`src/rtl/rx_control_module.sv`:
```
`default_nettype none
// ============================================================================
// Module   : rx_control_module
// Brief    : Receive-side controller for an RS232 RX block. Parses fixed
//            4-byte frames (HEADER, CMD, DATA, CHK), executes LED commands
//            and reports valid/rejected frames with one-cycle pulses.
// Revision : 1.0 - initial release
// ============================================================================
module rx_control_module #(
  parameter logic [18:0] T_TIMEOUT = 19'd499_999,
  parameter logic [7:0]  HEADER    = 8'hAA
) (
  input  logic       CLK,
  input  logic       RST_N,
  input  logic       RX_Done_Sig,
  input  logic [7:0] RX_Data,
  output logic       RX_En_Sig,
  output logic [3:0] LED_Out,
  output logic [7:0] Cmd_Data,
  output logic       Frame_Valid_Sig,
  output logic       Frame_Err_Sig
);

  localparam logic [7:0] C_CMD_SET    = 8'h01;
  localparam logic [7:0] C_CMD_TOGGLE = 8'h02;

  typedef enum logic [1:0] {
    S_IDLE     = 2'd0,
    S_GET_CMD  = 2'd1,
    S_GET_DATA = 2'd2,
    S_GET_CHK  = 2'd3
  } state_t;

  state_t      state_q, state_d;
  logic [18:0] cnt_q, cnt_d;
  logic [7:0]  cmd_q, cmd_d;
  logic [7:0]  data_q, data_d;
  logic [7:0]  cmd_data_q, cmd_data_d;
  logic [3:0]  led_q, led_d;
  logic        rx_en_q, rx_en_d;
  logic        valid_q, valid_d;
  logic        err_q, err_d;

  logic [7:0]  sum_w;
  logic        timeout_w;

  // Expected checksum and timeout detection; a byte in the same cycle wins.
  always_comb begin
    sum_w     = cmd_q + data_q;
    timeout_w = (state_q != S_IDLE) && !RX_Done_Sig && (cnt_q == T_TIMEOUT);
  end

  // Next-state, frame execution and pulse generation.
  always_comb begin
    state_d    = state_q;
    cmd_d      = cmd_q;
    data_d     = data_q;
    cmd_data_d = cmd_data_q;
    led_d      = led_q;
    valid_d    = 1'b0;
    err_d      = 1'b0;
    rx_en_d    = ~RX_Done_Sig;

    if ((state_q == S_IDLE) || RX_Done_Sig || timeout_w) begin
      cnt_d = '0;
    end else begin
      cnt_d = cnt_q + 19'd1;
    end

    case (state_q)
      S_IDLE: begin
        if (RX_Done_Sig && (RX_Data == HEADER)) begin
          state_d = S_GET_CMD;
        end
      end
      S_GET_CMD: begin
        if (RX_Done_Sig) begin
          cmd_d   = RX_Data;
          state_d = S_GET_DATA;
        end else if (timeout_w) begin
          state_d = S_IDLE;
          err_d   = 1'b1;
        end
      end
      S_GET_DATA: begin
        if (RX_Done_Sig) begin
          data_d  = RX_Data;
          state_d = S_GET_CHK;
        end else if (timeout_w) begin
          state_d = S_IDLE;
          err_d   = 1'b1;
        end
      end
      S_GET_CHK: begin
        if (RX_Done_Sig) begin
          state_d = S_IDLE;
          if ((RX_Data == sum_w) && (cmd_q == C_CMD_SET)) begin
            led_d      = data_q[3:0];
            cmd_data_d = data_q;
            valid_d    = 1'b1;
          end else if ((RX_Data == sum_w) && (cmd_q == C_CMD_TOGGLE)) begin
            led_d      = led_q ^ data_q[3:0];
            cmd_data_d = data_q;
            valid_d    = 1'b1;
          end else begin
            err_d = 1'b1;
          end
        end else if (timeout_w) begin
          state_d = S_IDLE;
          err_d   = 1'b1;
        end
      end
      default: begin
        state_d = S_IDLE;
      end
    endcase
  end

  // FSM state register.
  always_ff @(posedge CLK or negedge RST_N) begin
    if (!RST_N) begin
      state_q <= S_IDLE;
    end else begin
      state_q <= state_d;
    end
  end

  // Datapath and output registers.
  always_ff @(posedge CLK or negedge RST_N) begin
    if (!RST_N) begin
      cnt_q      <= '0;
      cmd_q      <= '0;
      data_q     <= '0;
      cmd_data_q <= '0;
      led_q      <= '0;
      rx_en_q    <= 1'b0;
      valid_q    <= 1'b0;
      err_q      <= 1'b0;
    end else begin
      cnt_q      <= cnt_d;
      cmd_q      <= cmd_d;
      data_q     <= data_d;
      cmd_data_q <= cmd_data_d;
      led_q      <= led_d;
      rx_en_q    <= rx_en_d;
      valid_q    <= valid_d;
      err_q      <= err_d;
    end
  end

  assign RX_En_Sig       = rx_en_q;
  assign LED_Out         = led_q;
  assign Cmd_Data        = cmd_data_q;
  assign Frame_Valid_Sig = valid_q;
  assign Frame_Err_Sig   = err_q;

endmodule
`default_nettype wire

```
`config.mk`:
```
export PLATFORM = sky130hd
export DESIGN_NAME = rx_control_module
export DESIGN_NICKNAME = d
export VERILOG_FILES = /design/src/rtl/rx_control_module.sv
export SDC_FILE = /design/constraint.sdc
export NUM_CORES = 1
export LEC_CHECK = 0
export CAP_MARGIN = 15
export CORE_MARGIN = 4
export CORE_UTILIZATION = 60
export CTS_CLUSTER_DIAMETER = 60
export CTS_CLUSTER_SIZE = 12
export DETAILED_ROUTE_END_ITERATION = 12
export DONT_BUFFER_PORTS = 1
export GPL_ROUTABILITY_DRIVEN = 0
export PLACE_DENSITY = 0.76
export SYNTH_ARGS = -nofsm -noshare
export SYNTH_HDL_FRONTEND = slang
export SYNTH_SLANG_ARGS = --single-unit
```
`constraint.sdc`:
```
create_clock -name CLK -period 5.4 [get_ports CLK]
set_input_delay 1.08 -clock CLK [delete_from_list [all_inputs] [get_ports CLK]]
set_output_delay 1.08 -clock CLK [all_outputs]
set_load 0.1 [all_outputs]
```
# ---- Word-level counts from Yosys, hierarchy flattened
# Cells that the tools add are included.
dict set report word_totals {
  ff_bits 52
  inputBits 11
  out_inout_bits 15
  word_cells 58
}
dict set report op_classes {
  add_sub_neg 2
  n_eq_ne 9
  muxes 21
  n_bitwise 2
  n_reduce_logical 15
}
# cell n
set ops {}
lappend ops {{adder 19 x 1 -> 19 bit, second input constant} 1}
lappend ops {{equality test 19 bit, second input constant} 1}
lappend ops {{two-way mux 19 bit} 1}
lappend ops {{two-way mux 8 bit} 2}
lappend ops {{two-way mux 2 bit} 5}
lappend ops {{two-way mux 1 bit} 9}
lappend ops {{adder 8 bit} 1}
lappend ops {{equality test 8 x 1 -> 1 bit, second input constant} 1}
lappend ops {{equality test 8 x 2 -> 1 bit, second input constant} 1}
lappend ops {{equality test 8 bit} 1}
lappend ops {{equality test 8 bit, second input constant} 1}
lappend ops {{two-way mux 4 bit} 2}
lappend ops {{case mux 2 bit (4 select lines)} 1}
lappend ops {{logical AND 1 bit} 5}
lappend ops {{equality test 2 bit, second input constant} 2}
lappend ops {{AND reduction 2 bit} 2}
lappend ops {{nonzero test 2 bit} 2}
lappend ops {{bitwise XOR 4 bit} 1}
lappend ops {{AND reduction 3 bit} 1}
lappend ops {{equality test 2 x 1 -> 1 bit, second input constant} 1}
lappend ops {{logical NOT 2 bit} 1}
lappend ops {{logical OR 1 bit} 2}
lappend ops {{!= test 2 x 1 -> 1 bit, second input constant} 1}
lappend ops {{case mux 1 bit (2 select lines)} 1}
lappend ops {{other kinds (3)} 3}

# ---- Depth between registers and ports, before layout
dict set report logic_depth {
  depth_word 7
  depth_mapped 9
  ltp_nobuf 8
}

# ---- Worst setup path after synthesis
# OpenSTA, ideal clock, no wires.
dict set report synth_timing {
  path_type {input-to-reg}
  start {input RX_Data[7]}
  end {register cmd_data_q[0] (netlist: Cmd_Data[0])}
  setup_ns 0.125
  arrival_ns 3.073
  t_required_ns 5.275
  setup_slack_ns 2.202
  stages 6
  path_buffers 0
  cell_sequence {xnor3_2 a22o_1 a221o_1 or3_2 nor4_4 mux2_2}
}
dict set report synth_via {
  elab_chain_cells 4
  word_cells_on_any_way 6
  cone_classes {1 x eq/ne; 1 x mux; 4 x reduce/logical}
}
# element line_no
set synth_rtl {}
lappend synth_rtl {{start: declaration} 16} ;# input logic [7:0] RX_Data,
lappend synth_rtl {{equality test 8 bit (*)} {97, 101}}
lappend synth_rtl {{logical AND 1 bit (on tied branches)} {97, 101}}
lappend synth_rtl {{nonzero test 2 bit (no line)} n/a}
lappend synth_rtl {{AND reduction 3 bit (no line)} n/a}
lappend synth_rtl {{end signal: assignment} 143} ;# cmd_data_q <= cmd_data_d;
lappend synth_rtl {{end: declaration} 38} ;# logic [7:0] cmd_data_q, cmd_data_d;
# Mark *: on every way between the ends. The rest lies on a longest branch, timed or not.
# A chain may end at the register's enable or synchronous reset.

# ---- Final worst setup path
dict set report layout_timing {
  start {register cmd_q[0]}
  end {register cmd_data_q[6] (netlist: Cmd_Data[6])}
}
dict set report layout_via {
  elab_chain_cells 5
  word_cells_on_any_way 9
  cone_classes {1 x add/sub; 3 x eq/ne; 1 x mux; 4 x reduce/logical}
}
# element line_no
set layout_rtl {}
lappend layout_rtl {{start: declaration} 36} ;# logic [7:0] cmd_q, cmd_d;
lappend layout_rtl {{start signal: assignment} 141} ;# cmd_q <= cmd_d;
lappend layout_rtl {{adder 8 bit} 49} ;# sum_w = cmd_q + data_q;
lappend layout_rtl {{equality test 8 bit} {97, 101}}
lappend layout_rtl {{logical AND 1 bit (on tied branches)} {97, 101}}
lappend layout_rtl {{nonzero test 2 bit (no line)} n/a}
lappend layout_rtl {{AND reduction 3 bit (no line)} n/a}
# Several ways; a longest one is shown, not always the timed one.

==> impl_metrics.tcl <==
set metrics [dict create \
    status "completed" \
    path_clk_slew_ns 0.10 \
    max_cap_violations 0 \
    h-tree-depth 2 \
    reg2regPathDepth 8 \
    synth.distinct_cells 46 \
    finalCritPeriodShare_pct 61.3 \
    crit_fanout 11 \
    relSlewSlack_pct 35.7 \
    dieArea_um2 5920 \
    syn_to_final_growth_pct 4.96 \
    syn_nets 288 \
    avgSynthCellArea_um2 10.8 \
    r2r-start "cmd_q[0]" \
    ctsLongestPathBuffers 2 \
    finalSetupViolCount 0 \
    yosysWarnings 0 \
    endpoint_kind "flop" \
    ios 26 \
    netlist_area_um2 2850 \
    maxSlewViolCount 0 \
    cts_resized 0 \
    fin_worst_skew_ns 0.0108 \
    dieHeight_um 76.9 \
    min_path_type "in2async" \
    hold_ws_ns 0.447 \
    critPathKind "reg2reg" \
    cts_buffers 5 \
    dpl-instance-area_um2 2900 \
    cts_sinks 52 \
    drive_above_1_share_pct 15.3 \
    worst_setup_path_start_kind "flop" \
    grt_first_pass_wirelength_um 9590 \
    start_util_pct 63.7 \
    antenna_left 0 \
    cp_data_required_time_ns 5.59 \
    portBuffers 0 \
    cts_setup_buffers 0 \
    synth_seq_cells 52 \
    p_leak_uw 0.00126 \
    worstSetupStartpoint "cmd_q[0]" \
    drt-initial-drc-count 136 \
    wl_um 5680 \
    final_area_um2 2990 \
    nets 291 \
    synth-main-ff-cell "dfrtp_1" \
    grt_max_degree 53 \
    fmax_ghz 0.302 \
    hold_buffers 0 \
    tritoncts "yes" \
    place_ws_ns 1.99 \
    hold_viol 0 \
    grt_overflow 0 \
    worst_slew_pin_slew_ns 0.964 \
    powerDensity_nw_per_um2 506 \
    vias 2004 \
    ff2ff_setup_slack_ns 2.09 \
    fp-row-count 24 \
    dp_hpwl_um 4150 \
    ys_seq_area_share_pct 45.7 \
    synth_edf_count 0 \
    finalWorstSetupSlack_ns 2.09 \
    grt_antenna_before_repair 0 \
    first_global_vias 1952 \
    core_um2 4470 \
    drtPass1Iterations 4 \
    grt_usage_pct 20.3 \
    drc_errors 0 \
    vdd_ir_drop_max_uv 332 \
    synthesis.instances 264 \
    async_flop_share_pct 100 \
    n_antenna_cell 0 \
    clk_latency_ns 0.31 \
    die_x_um 76.9 \
    min_period_ns 3.31 \
    wire_per_inst_um 17.7 \
    finalSetupTns_ns 0 \
    clockRootBuffer "clkbuf_8" \
    endpoint "Cmd_Data[6]" \
    detail_route.vias_per_cell 6.26 \
    cp.arrival_ns 3.51 \
    r2r-end "Cmd_Data[6]" \
    rsz0062_at_grt "false" \
]
[layout by cell type (no fill, tap or decap), types with 2 or more instances in the layout]
cell / instances
nor2b_1: 2
xnor2_1: 16
nor4bb_1: 2
nand3_1: 15
nand4_1: 4
a21oi_1: 9
or3_1: 2
nand3b_1: 2
clkbuf_8: 6
inv_1: 9
mux2_2: 24
dfrtp_1: 52
a2111oi_1: 3
and4_1: 3
o21ai_0: 4
xor2_1: 11
a31oi_1: 4
nand2b_1: 4
or4b_2: 2
nand2_1: 15
and3_1: 4
nor3_1: 4
nor4_1: 10
ha_1: 12
nor2_1: 25
a211oi_1: 3
[layout make-up]
class,count,area [µm²]
Timing Repair Buffer,1,7.51
Tap cell,52,65.1
Clock inverter,2,13.8
Fill cell,358,1480
Clock buffer,6,82.6
Multi-Input combinational cell,198,1490
Sequential cell,52,1300
Inverter,9,33.8
[report_power, final]
part           switching [µW]  total [µW]  internal [µW]  leakage (µW)
Clock                     135         240            105     0.0000516
Combinational             378         714            335      0.000516
Sequential               97.4         560            463      0.000687
[per-stage QoR]
step	std cells	util [%]	total power, µW
after floorplan	264	-	1120
after global placement	312	64.7	1250
after detailed placement	312	64.7	1270
after CTS	320	66.9	1510
after global routing	320	66.9	1640
final	320	66.9	1510
[metal layers]
layer  global-route usage [%]  share of wire (%)
met1                     28.5                 47
met2                     29.7                 44
met3                     5.97                7.4
met4                     7.25                1.2
met5                        0                  0
[sequential cells by signal, summed over array words and instances (netlist names)]
name / flops
cnt_q: 19
Cmd_Data: 8
cmd_q: 8
data_q: 8
LED_Out: 4
state_q: 2
Frame_Err_Sig: 1
Frame_Valid_Sig: 1
RX_En_Sig: 1
[synthesized netlist by cell type, types with 2 or more instances]
master	n	area [µm²]
nor2_1	25	93.8
or3_1	2	12.5
inv_1	9	33.8
and3_1	4	25.0
nor4bb_1	2	20.0
mux2_2	24	270
a21oi_1	9	45.0
nand2_1	15	56.3
a31oi_1	4	25.0
nor2b_1	2	12.5
nor3_1	4	20.0
dfrtp_1	52	1300
clkbuf_1	3	11.3
nand3b_1	2	15.0
nand4_1	4	25.0
xor2_1	11	96.3
and4_1	3	26.3
or4b_2	2	20.0
nand3_1	15	75.1
nor4_1	10	62.6
a211oi_1	3	22.5
a2111oi_1	3	30.0
nand2b_1	4	25.0
xnor2_1	16	140
ha_1	12	150
o21ai_0	4	20.0
[logic make-up (layout without fill, tap and decap cells)]
kind of cell,after synthesis,after routing,share of synthesized area [%]
buffers and inverters,14,18,2.15
muxes,24,24,9.48
adders and majority gates,13,13,5.97
xor gates and xnor gates,28,28,9.13
DFF,52,52,45.7
and+or+nand+nor,99,99,19.1
AOI/OAI and AO/OA,34,34,8.56
[worst max-delay path: stages (launching register included)]
cell and delay (ns):
dfrtp_1 0.45, ha_1 0.26, fa_1 0.51, xnor2_1 0.12, nand2_1 0.09, nor4_1 0.18
nand3_1 0.43, nor4_4 0.73, mux2_2 0.41
[worst min-delay path by stage]
stage,endpoint,slack [ns],cells after the start,start
floorplan,cnt_q[0],0.45,1,cnt_q[0]
detailed placement,cnt_q[0],0.49,1,cnt_q[0]
CTS,LED_Out[1],0.44,0,RST_N
finish,cmd_q[2],0.45,0,RST_N
global placement,cnt_q[0],0.47,1,cnt_q[0]
global route,LED_Out[1],0.43,0,RST_N
(Power assumes the default switching activity.)
